===== config.mk =====
export PLATFORM = sky130hd
export DESIGN_NAME = pwm_actuator
export DESIGN_NICKNAME = d
export VERILOG_FILES = /design/src/rtl/pwm_actuator.sv
export SDC_FILE = /design/constraint.sdc
export NUM_CORES = 1
export LEC_CHECK = 0
export BUFFER_PORTS_ARGS = -buffer_cell sky130_fd_sc_hd__buf_4
export CORE_ASPECT_RATIO = 0.5
export CORE_UTILIZATION = 48
export CTS_CLUSTER_DIAMETER = 80
export CTS_CLUSTER_SIZE = 10
export DETAILED_ROUTE_END_ITERATION = 7
export HOLD_SLACK_MARGIN = 0.06
export PLACE_DENSITY = 0.79
export SYNTH_ARGS = -nofsm -noshare
export SYNTH_HDL_FRONTEND = slang
export SYNTH_SLANG_ARGS = --single-unit

===== constraint.sdc =====
create_clock -name clk -period 1.58 [get_ports clk]
set_input_delay 0.079 -clock clk [delete_from_list [all_inputs] [get_ports clk]]
set_output_delay 0.079 -clock clk [all_outputs]
set_load 0.05 [all_outputs]

===== src/rtl/pwm_actuator.sv =====
// -----------------------------------------------------------------------------
// pwm_actuator
//
// Turns the coprocessor's duty result (0..100) into a 100-step PWM waveform.
// A new result is staged in a pending register and applied only at a period
// wrap, so each period is either entirely old duty or entirely new duty.
// Dropping enable lets the current period finish before the block goes idle.
//
// Build option:
//   PWM_ACTUATOR_SLEW_LIMIT_EN -- when defined, duty_cur moves toward the
//   pending duty by at most slew_step per wrap (slew_step = 0: full jump).
//   When undefined, duty_cur jumps straight to the pending duty and
//   slew_step is ignored.
//
// Ports:
//   clk          in   clock, all state on rising edge
//   rst_n        in   synchronous active-low reset
//   enable       in   1 = run, 0 = stop at end of current period
//   valid_in     in   1-cycle strobe, G_in holds a new result
//   G_in[7:0]    in   requested duty, nominal 0..100 (larger is clipped)
//   prescale[7:0] in  clocks per PWM step minus 1
//   slew_step[7:0] in max duty change per period (slew build only)
//   clr_err      in   clears ovr_err
//   pwm_out      out  registered PWM drive
//   duty_cur[7:0] out registered duty currently applied
//   period_tick  out  registered 1-cycle pulse after each period wrap
//   busy         out  1 whenever the FSM is not idle
//   ovr_err      out  registered sticky flag, set when G_in > 100
// -----------------------------------------------------------------------------
module pwm_actuator (
  input  logic       clk,
  input  logic       rst_n,
  input  logic       enable,
  input  logic       valid_in,
  input  logic [7:0] G_in,
  input  logic [7:0] prescale,
  input  logic [7:0] slew_step,
  input  logic       clr_err,
  output logic       pwm_out,
  output logic [7:0] duty_cur,
  output logic       period_tick,
  output logic       busy,
  output logic       ovr_err
);

  localparam logic [1:0] S_OFF  = 2'd0;
  localparam logic [1:0] S_RUN  = 2'd1;
  localparam logic [1:0] S_STOP = 2'd2;

  localparam logic [6:0] PH_LAST = 7'd99;
  localparam logic [7:0] DUTY_MAX = 8'd100;

  logic [1:0] r_state;
  logic [7:0] r_psc_cnt;
  logic [6:0] r_ph_cnt;
  logic [7:0] r_duty_pend;
  logic       r_pend;
  logic [7:0] r_duty_cur;
  logic       r_pwm_out;
  logic       r_period_tick;
  logic       r_ovr_err;

  logic       w_active;
  logic       w_step;
  logic       w_wrap;
  logic       w_g_over;
  logic [7:0] w_g_clip;
  logic [7:0] w_duty_nxt;
  logic [1:0] w_state_nxt;

  assign w_active = (r_state != S_OFF);
  assign w_step   = w_active && (r_psc_cnt == prescale);
  assign w_wrap   = w_step && (r_ph_cnt == PH_LAST);
  assign w_g_over = (G_in > DUTY_MAX);
  assign w_g_clip = w_g_over ? DUTY_MAX : G_in;

`ifdef PWM_ACTUATOR_SLEW_LIMIT_EN
  logic       w_up;
  logic [7:0] w_diff;

  always_comb begin
    // NOTE: every signal driven here gets a default first, so no path can
    // leave it unassigned and infer a latch.
    w_up       = (r_duty_pend > r_duty_cur);
    w_diff     = w_up ? (r_duty_pend - r_duty_cur) : (r_duty_cur - r_duty_pend);
    w_duty_nxt = r_duty_pend;
    if ((slew_step != 8'd0) && (w_diff > slew_step)) begin
      w_duty_nxt = w_up ? (r_duty_cur + slew_step) : (r_duty_cur - slew_step);
    end
  end
`else
  logic w_unused_slew;
  assign w_unused_slew = ^slew_step;
  assign w_duty_nxt    = r_duty_pend;
`endif

  // Enable has priority over the wrap in S_STOP, so re-raising enable on the
  // final step of a stopping period keeps the drive running without a gap.
  always_comb begin
    w_state_nxt = r_state;
    case (r_state)
      S_OFF:   if (enable) w_state_nxt = S_RUN;
      S_RUN:   if (!enable) w_state_nxt = S_STOP;
      S_STOP: begin
        if (enable)      w_state_nxt = S_RUN;
        else if (w_wrap) w_state_nxt = S_OFF;
      end
      default: w_state_nxt = S_OFF;
    endcase
  end

  // NOTE: sequential state uses non-blocking assignments only, and the reset
  // is tested inside the clocked block so it is synchronous.
  always_ff @(posedge clk) begin
    if (!rst_n) begin
      r_state       <= S_OFF;
      r_psc_cnt     <= 8'd0;
      r_ph_cnt      <= 7'd0;
      r_duty_pend   <= 8'd0;
      r_pend        <= 1'b0;
      r_duty_cur    <= 8'd0;
      r_pwm_out     <= 1'b0;
      r_period_tick <= 1'b0;
      r_ovr_err     <= 1'b0;
    end else begin
      r_state <= w_state_nxt;

      if (!w_active) begin
        r_psc_cnt <= 8'd0;
        r_ph_cnt  <= 7'd0;
      end else if (w_step) begin
        r_psc_cnt <= 8'd0;
        r_ph_cnt  <= w_wrap ? 7'd0 : (r_ph_cnt + 7'd1);
      end else begin
        r_psc_cnt <= r_psc_cnt + 8'd1;
      end

      r_period_tick <= w_wrap;
      r_pwm_out     <= w_active && ({1'b0, r_ph_cnt} < r_duty_cur);

      if (w_wrap && r_pend) begin
        r_duty_cur <= w_duty_nxt;
        if (w_duty_nxt == r_duty_pend) r_pend <= 1'b0;
      end

      // Written after the wrap update: a capture on the wrap clock re-arms
      // pend, while the wrap itself used the previously pending duty.
      if (valid_in) begin
        r_duty_pend <= w_g_clip;
        r_pend      <= 1'b1;
      end

      if (valid_in && w_g_over) r_ovr_err <= 1'b1;
      else if (clr_err)         r_ovr_err <= 1'b0;
    end
  end

  assign pwm_out     = r_pwm_out;
  assign duty_cur    = r_duty_cur;
  assign period_tick = r_period_tick;
  assign busy        = w_active;
  assign ovr_err     = r_ovr_err;

endmodule


After elaboration in Yosys (flattened, before gate mapping):

Index checks and enable logic that the tools add are counted.

* register bits after elaboration: 37
* bits of input ports: 29
* output and inout port bits: 12
* logic and storage cells: 45

* add/sub/neg operators: 2
* magnitude comparators: 2
* equality and inequality tests: 7
* muxes and demuxes: 11
* bitwise logic cells: 2
* reductions and logical operators: 12

Operators by type and width (number)
* adder 8 x 1 -> 8 bit (second input constant): 1
* equality test 8 bit: 1
* > comparator 8 x 7 -> 1 bit (second input constant): 1
* less-than comparator 7 x 8 -> 1 bit: 1
* two-way mux 2 bit: 4
* two-way mux 8 bit: 1
* adder 7 x 1 -> 7 bit (second input constant): 1
* equality test 7 bit (second input constant): 1
* two-way mux 7 bit: 1
* one-hot mux 2 bit (3 select lines): 1
* nonzero test 2 bit: 3
* logical AND 1 bit: 5
* two-way mux 1 bit: 4
* inequality test 2 bit (second input constant): 2
* inequality test 3 bit (second input constant): 1
* AND reduction 3 bit: 1
* OR reduction 3 bit: 1
* equality test 2 x 1 -> 1 bit (second input constant): 1
* equality test 2 bit (second input constant): 1
* logical NOT 2 bit: 1
* inverter 1 bit: 2
* AND reduction 2 bit: 1

Longest topological paths before layout:

* word-level depth: 6
* mapped depth: 7
* gate-level depth less buffers: 6

Worst setup path after synthesis:

No wires, ideal clock.

* path kind: reg2reg
* start: register r_state[0]
* end: register r_ph_cnt[3]
* setup time: 0.071 ns
* arrival time: 1.771 ns
* required time: 1.509 ns
* path slack: -0.263 ns
* stages on the path, launching flop included: 7
* buffers on the path: 1
* period minus slack after synthesis: 1.843 ns
* cell sequence: dfxtp_1 or2_1 buf_2 and4_4 nand3_2 or4b_1 a21oi_1

* cells in the longest elaborated chain, start to end: 4
* elaborated cells on any way between the ends: 5
* classes of those cells: 1 x mux; 4 x reduce/logical

Ends and longest elaborated chain
* from (decl): line 53 `logic [1:0] r_state;`
* from (signal assigned): line 126 `r_state <= w_state_nxt;`
* nonzero test 2 bit (*): line 71 `assign w_active = (r_state != S_OFF);`
* via busy: line 42 `output logic busy,`
* logical AND 1 bit: line 72 `assign w_step = w_active && (r_psc_cnt == prescale);`
* logical AND 1 bit: line 73 `assign w_wrap = w_step && (r_ph_cnt == PH_LAST);`
* two-way mux 7 bit: line 133 `r_ph_cnt <= w_wrap ? 7'd0 : (r_ph_cnt + 7'd1);`
* to (signal assigned): line 133
* to (decl): line 55 `logic [6:0] r_ph_cnt;`

Mark *: on every way through the listed nets, which the timed path passes. The rest lies on a longest branch.
A chain may end at the register's enable or synchronous reset.

Final worst setup path:

* start: register r_ph_cnt[4]
* end: register r_duty_cur[6], in the netlist duty_cur[6]

* cells in the longest elaborated chain, start to end: 3

Ends and longest elaborated chain
* equality test 7 bit: line 73
* logical AND 1 bit: line 73
* logical AND 1 bit: line 141 `if (w_wrap && r_pend) begin`
* to (signal assigned): line 142 `r_duty_cur <= w_duty_nxt;`
* to (decl): line 58 `logic [7:0] r_duty_cur;`

Every way passes these cells.

==> metrics.md <==
| Metric | Value |
|---|---|
| Count leader, synth | `dfxtp_1` |
| H-tree depth | `2` |
| Total grt overflow | `0` |
| Synth async-reset ratio | `0` |
| PortBufs | `32` |
| Hold Path Class | `input port to register` |
| Die area | `3960 sq um` |
| Hpwl dp | `2880 um` |
| Xor/xnor share of the synthesized area | `0.0692` |
| RSZ-0062 raised after global routing | `true` |
| Syn Area/Cell | `between 9 and 10 sq um` |
| Core ar. | `3490 sq um` |
| Post-detailed-route DRC marker count | `0` |
| Top post-synthesis cells by area | `dfxtp_1, mux2i_1, ha_1` |
| Failing checks | `negative setup slack` |
| Largest family of logic cells by synthesized area | `simple AND/OR/NAND/NOR gates` |
| R2R setup slack | `-0.18 ns` |
| Vias in the first global route | `about 1500` |
| Routed via count | `approximately 1600` |
| Nets@finish | `~300` |
| TritonCTS Buffers | `5` |
| CP Capture Type | `register` |
| Post-detailed-route count of antenna-violating nets | `0` |
| Power consumption | `1.82 mW` |
| FF/Latch Area | `748 sq um` |
| Synth warn | `0` |
| Die span in y | `45.0 um` |
| Yosys top cell by area | `dfxtp_1` |
| Metal1 wirelength | `1890 um` |
| Setup Viol. Count Final | `12` |
| Reg clk slew, reported paths | `0.07 ns` |
| DR pass1 iterations | `6` |
| Post-synth EDFFs | `0` |
| Area after DPL | `about 2200 sq um` |
| Post-route cell area | `2510 sq um` |
| Worst EP required | `1.77 ns` |
| Max Buffers Root-to-Sink | `2` |
| Largest net degree at the start of global routing | `21` |
| Later-pin clock latency in the skew report | `approximately 0.29 ns` |
| Die extent in x | `88.0 um` |
| Status | `finished with violations` |
| Post-synthesis mux area share | `0.0734` |
| Cell Pwr Density | `727 nW/um^2` |
| Placed cell count | `296` |
| Dpl ws | `-0.194 ns` |
| Startpoint class of the critical path | `register` |
| Top FF cell, synth | `dfxtp_1` |
| RePlAce Congestion | `0.872` |
| Area of the multi-input gates | `1050 sq um` |
| Met3 WL | `202 um` |
| Tightest Pin Transition | `0.360 ns` |
| Final wirelength | `4180 um` |
| DRT iter0 DRCs | `38` |
| Setup ws final | `-0.183 ns` |
| Slew Limit Fails | `0` |
| WP data arrival | `1.95 ns` |
| Synth Area in Compound Gates | `0.101` |
| Peak VDD IR | `0.366 mV` |
| Cell count after synthesis | `195` |
| Min Tclk post-route | `1.76 ns` |
| Site row count | `15` |
| Total track usage | `0.220` |
| Syn_nets | `between 200 and 250` |
| CTS sink count | `37` |
| Final Non-Filler Cells | `313` |
| Post-synth cell types | `43` |
| Root Driver | `clkbuf_8` |
| Final setup TNS | `-1.63 ns` |
| Io pins | `41` |
| Layout filler cell count | `273` |
| Synth top cells by count | `dfxtp_1, nor2_1, mux2i_1, nand2_1` |
| DR WL met2 | `2030 um` |
| Area share of fa/ha/maj cells after synthesis | `0.0565` |
| Worst hold slack | `0.0695 ns` |
| Slew HR | `0.760` |
| Hold Vio Cnt, Final | `0` |
| Top Layer Used | `met4` |
| Post-Syn Area | `between 1500 and 2000 sq um` |
| Total of max-cap violations | `0` |
| Initial core utilization | `0.508` |
| Fin Clk Skew | `0.00664 ns` |
| Vias per cell | `5.18` |
| Core Util, Final | `0.718` |
| CTS tree | `yes` |
| Synth Area in Simple Gates | `0.250` |
| Initial antenna violation count | `0` |
| WL per Instance | `13.4 um` |
| Layout cell share with drive strength beyond 1 | `0.359` |
| Sequential element share of the synthesized area | `0.418` |
| Area Growth Syn to Fin | `41.4%` |
| #FFs+latches synth | `37` |
| Static Leak | `approximately 1.0 nW` |
| Crit Path Category | `register to register` |
| # diodes | `0` |
| CP Max Fanout | `8` |
| First-pass GRT wire length | `6320 um` |
| Final period util | `1.12` |
| Yosys top cell area share | `0.418` |
| F_max | `567 MHz` |
## cells by family after synthesis
kind of cell    after synthesis
buf+inv                      13
mux                          13
xor+xnor                     14
simple gates                 81
compound gates               29
flops                        37
fa+ha+maj                     8
## final cells by class
cell class,instances,share of cell area
multi-input cells,145,0.418
repair buffers,65,0.211
flip-flops and latches,37,0.298
clock buffers,6,0.0329
well taps,51,0.0254
clock inverters,1,0.00299
inverters,8,0.0120
## power by group
| group | total [mW] | switching (mW) | internal (mW) | leakage, nW |
|---|---|---|---|---|
| Clock | 0.677 | 0.332 | 0.345 | 0.0433 |
| Combinational | 0.184 | 0.0887 | 0.0950 | 0.696 |
| Sequential | 0.963 | 0.0119 | 0.951 | 0.303 |
| Total | 1.82 | 0.432 | 1.39 | 1.04 |
## timing repair
item | in CTS | in global routing
pin swaps | 0 | 7
hold buffers | 5 | 0
endpoints found under the setup margin | 12 | 17
gates resized for setup | 1 | 20
hold endpoints to repair | 6 | 0
setup buffers | 1 | 4
## cells in the final DEF (no fill, tap or decap), types with 4 or more instances in the layout
master and n:
xnor2_1 4, dlygate4sd3_1 5, xor2_1 7, clkbuf_8 6, and3_1 4, dfxtp_2 6, nand2_1 11, o21ai_0 8
nor2_1 22, dfxtp_1 31, a21oi_1 8, buf_6 4, nand3_1 10, inv_1 8, buf_4 55, mux2i_1 13
nor2b_1 8, ha_1 8
## registers in the layout (all words and copies together) (netlist names)
register and count:
r_state 2, period_tick 1, r_pend 1, duty_cur 8, pwm_out 1, ovr_err 1, r_psc_cnt 8, r_duty_pend 8
r_ph_cnt 7
## metal layers
metal / GRT usage / vias up
li1: - / 809
met1: 0.260 / 759
met2: 0.378 / 45
met3: 0.0768 / 8
met4: 0.0852 / 0
met5: 0 / -
## path summary, 6_finish.rpt
check / start / to / cells past startpoint
setup / recovery: r_ph_cnt[4] / duty_cur[6] / 6
setup reg to reg: r_ph_cnt[4] / duty_cur[6] / 6
hold reg to reg: r_duty_pend[7] / r_duty_pend[7] / 2
hold / removal: G_in[7] / r_duty_pend[6] / 3
## critical path, stage by stage (launching register included)
cell and delay [ns]:
dfxtp_2 0.32, or4b_4 0.53, nor3_2 0.16, and4_4 0.25, buf_12 0.13, mux2i_1 0.20, nor2b_1 0.06
No activity file was read; power rests on OpenSTA's default activity.
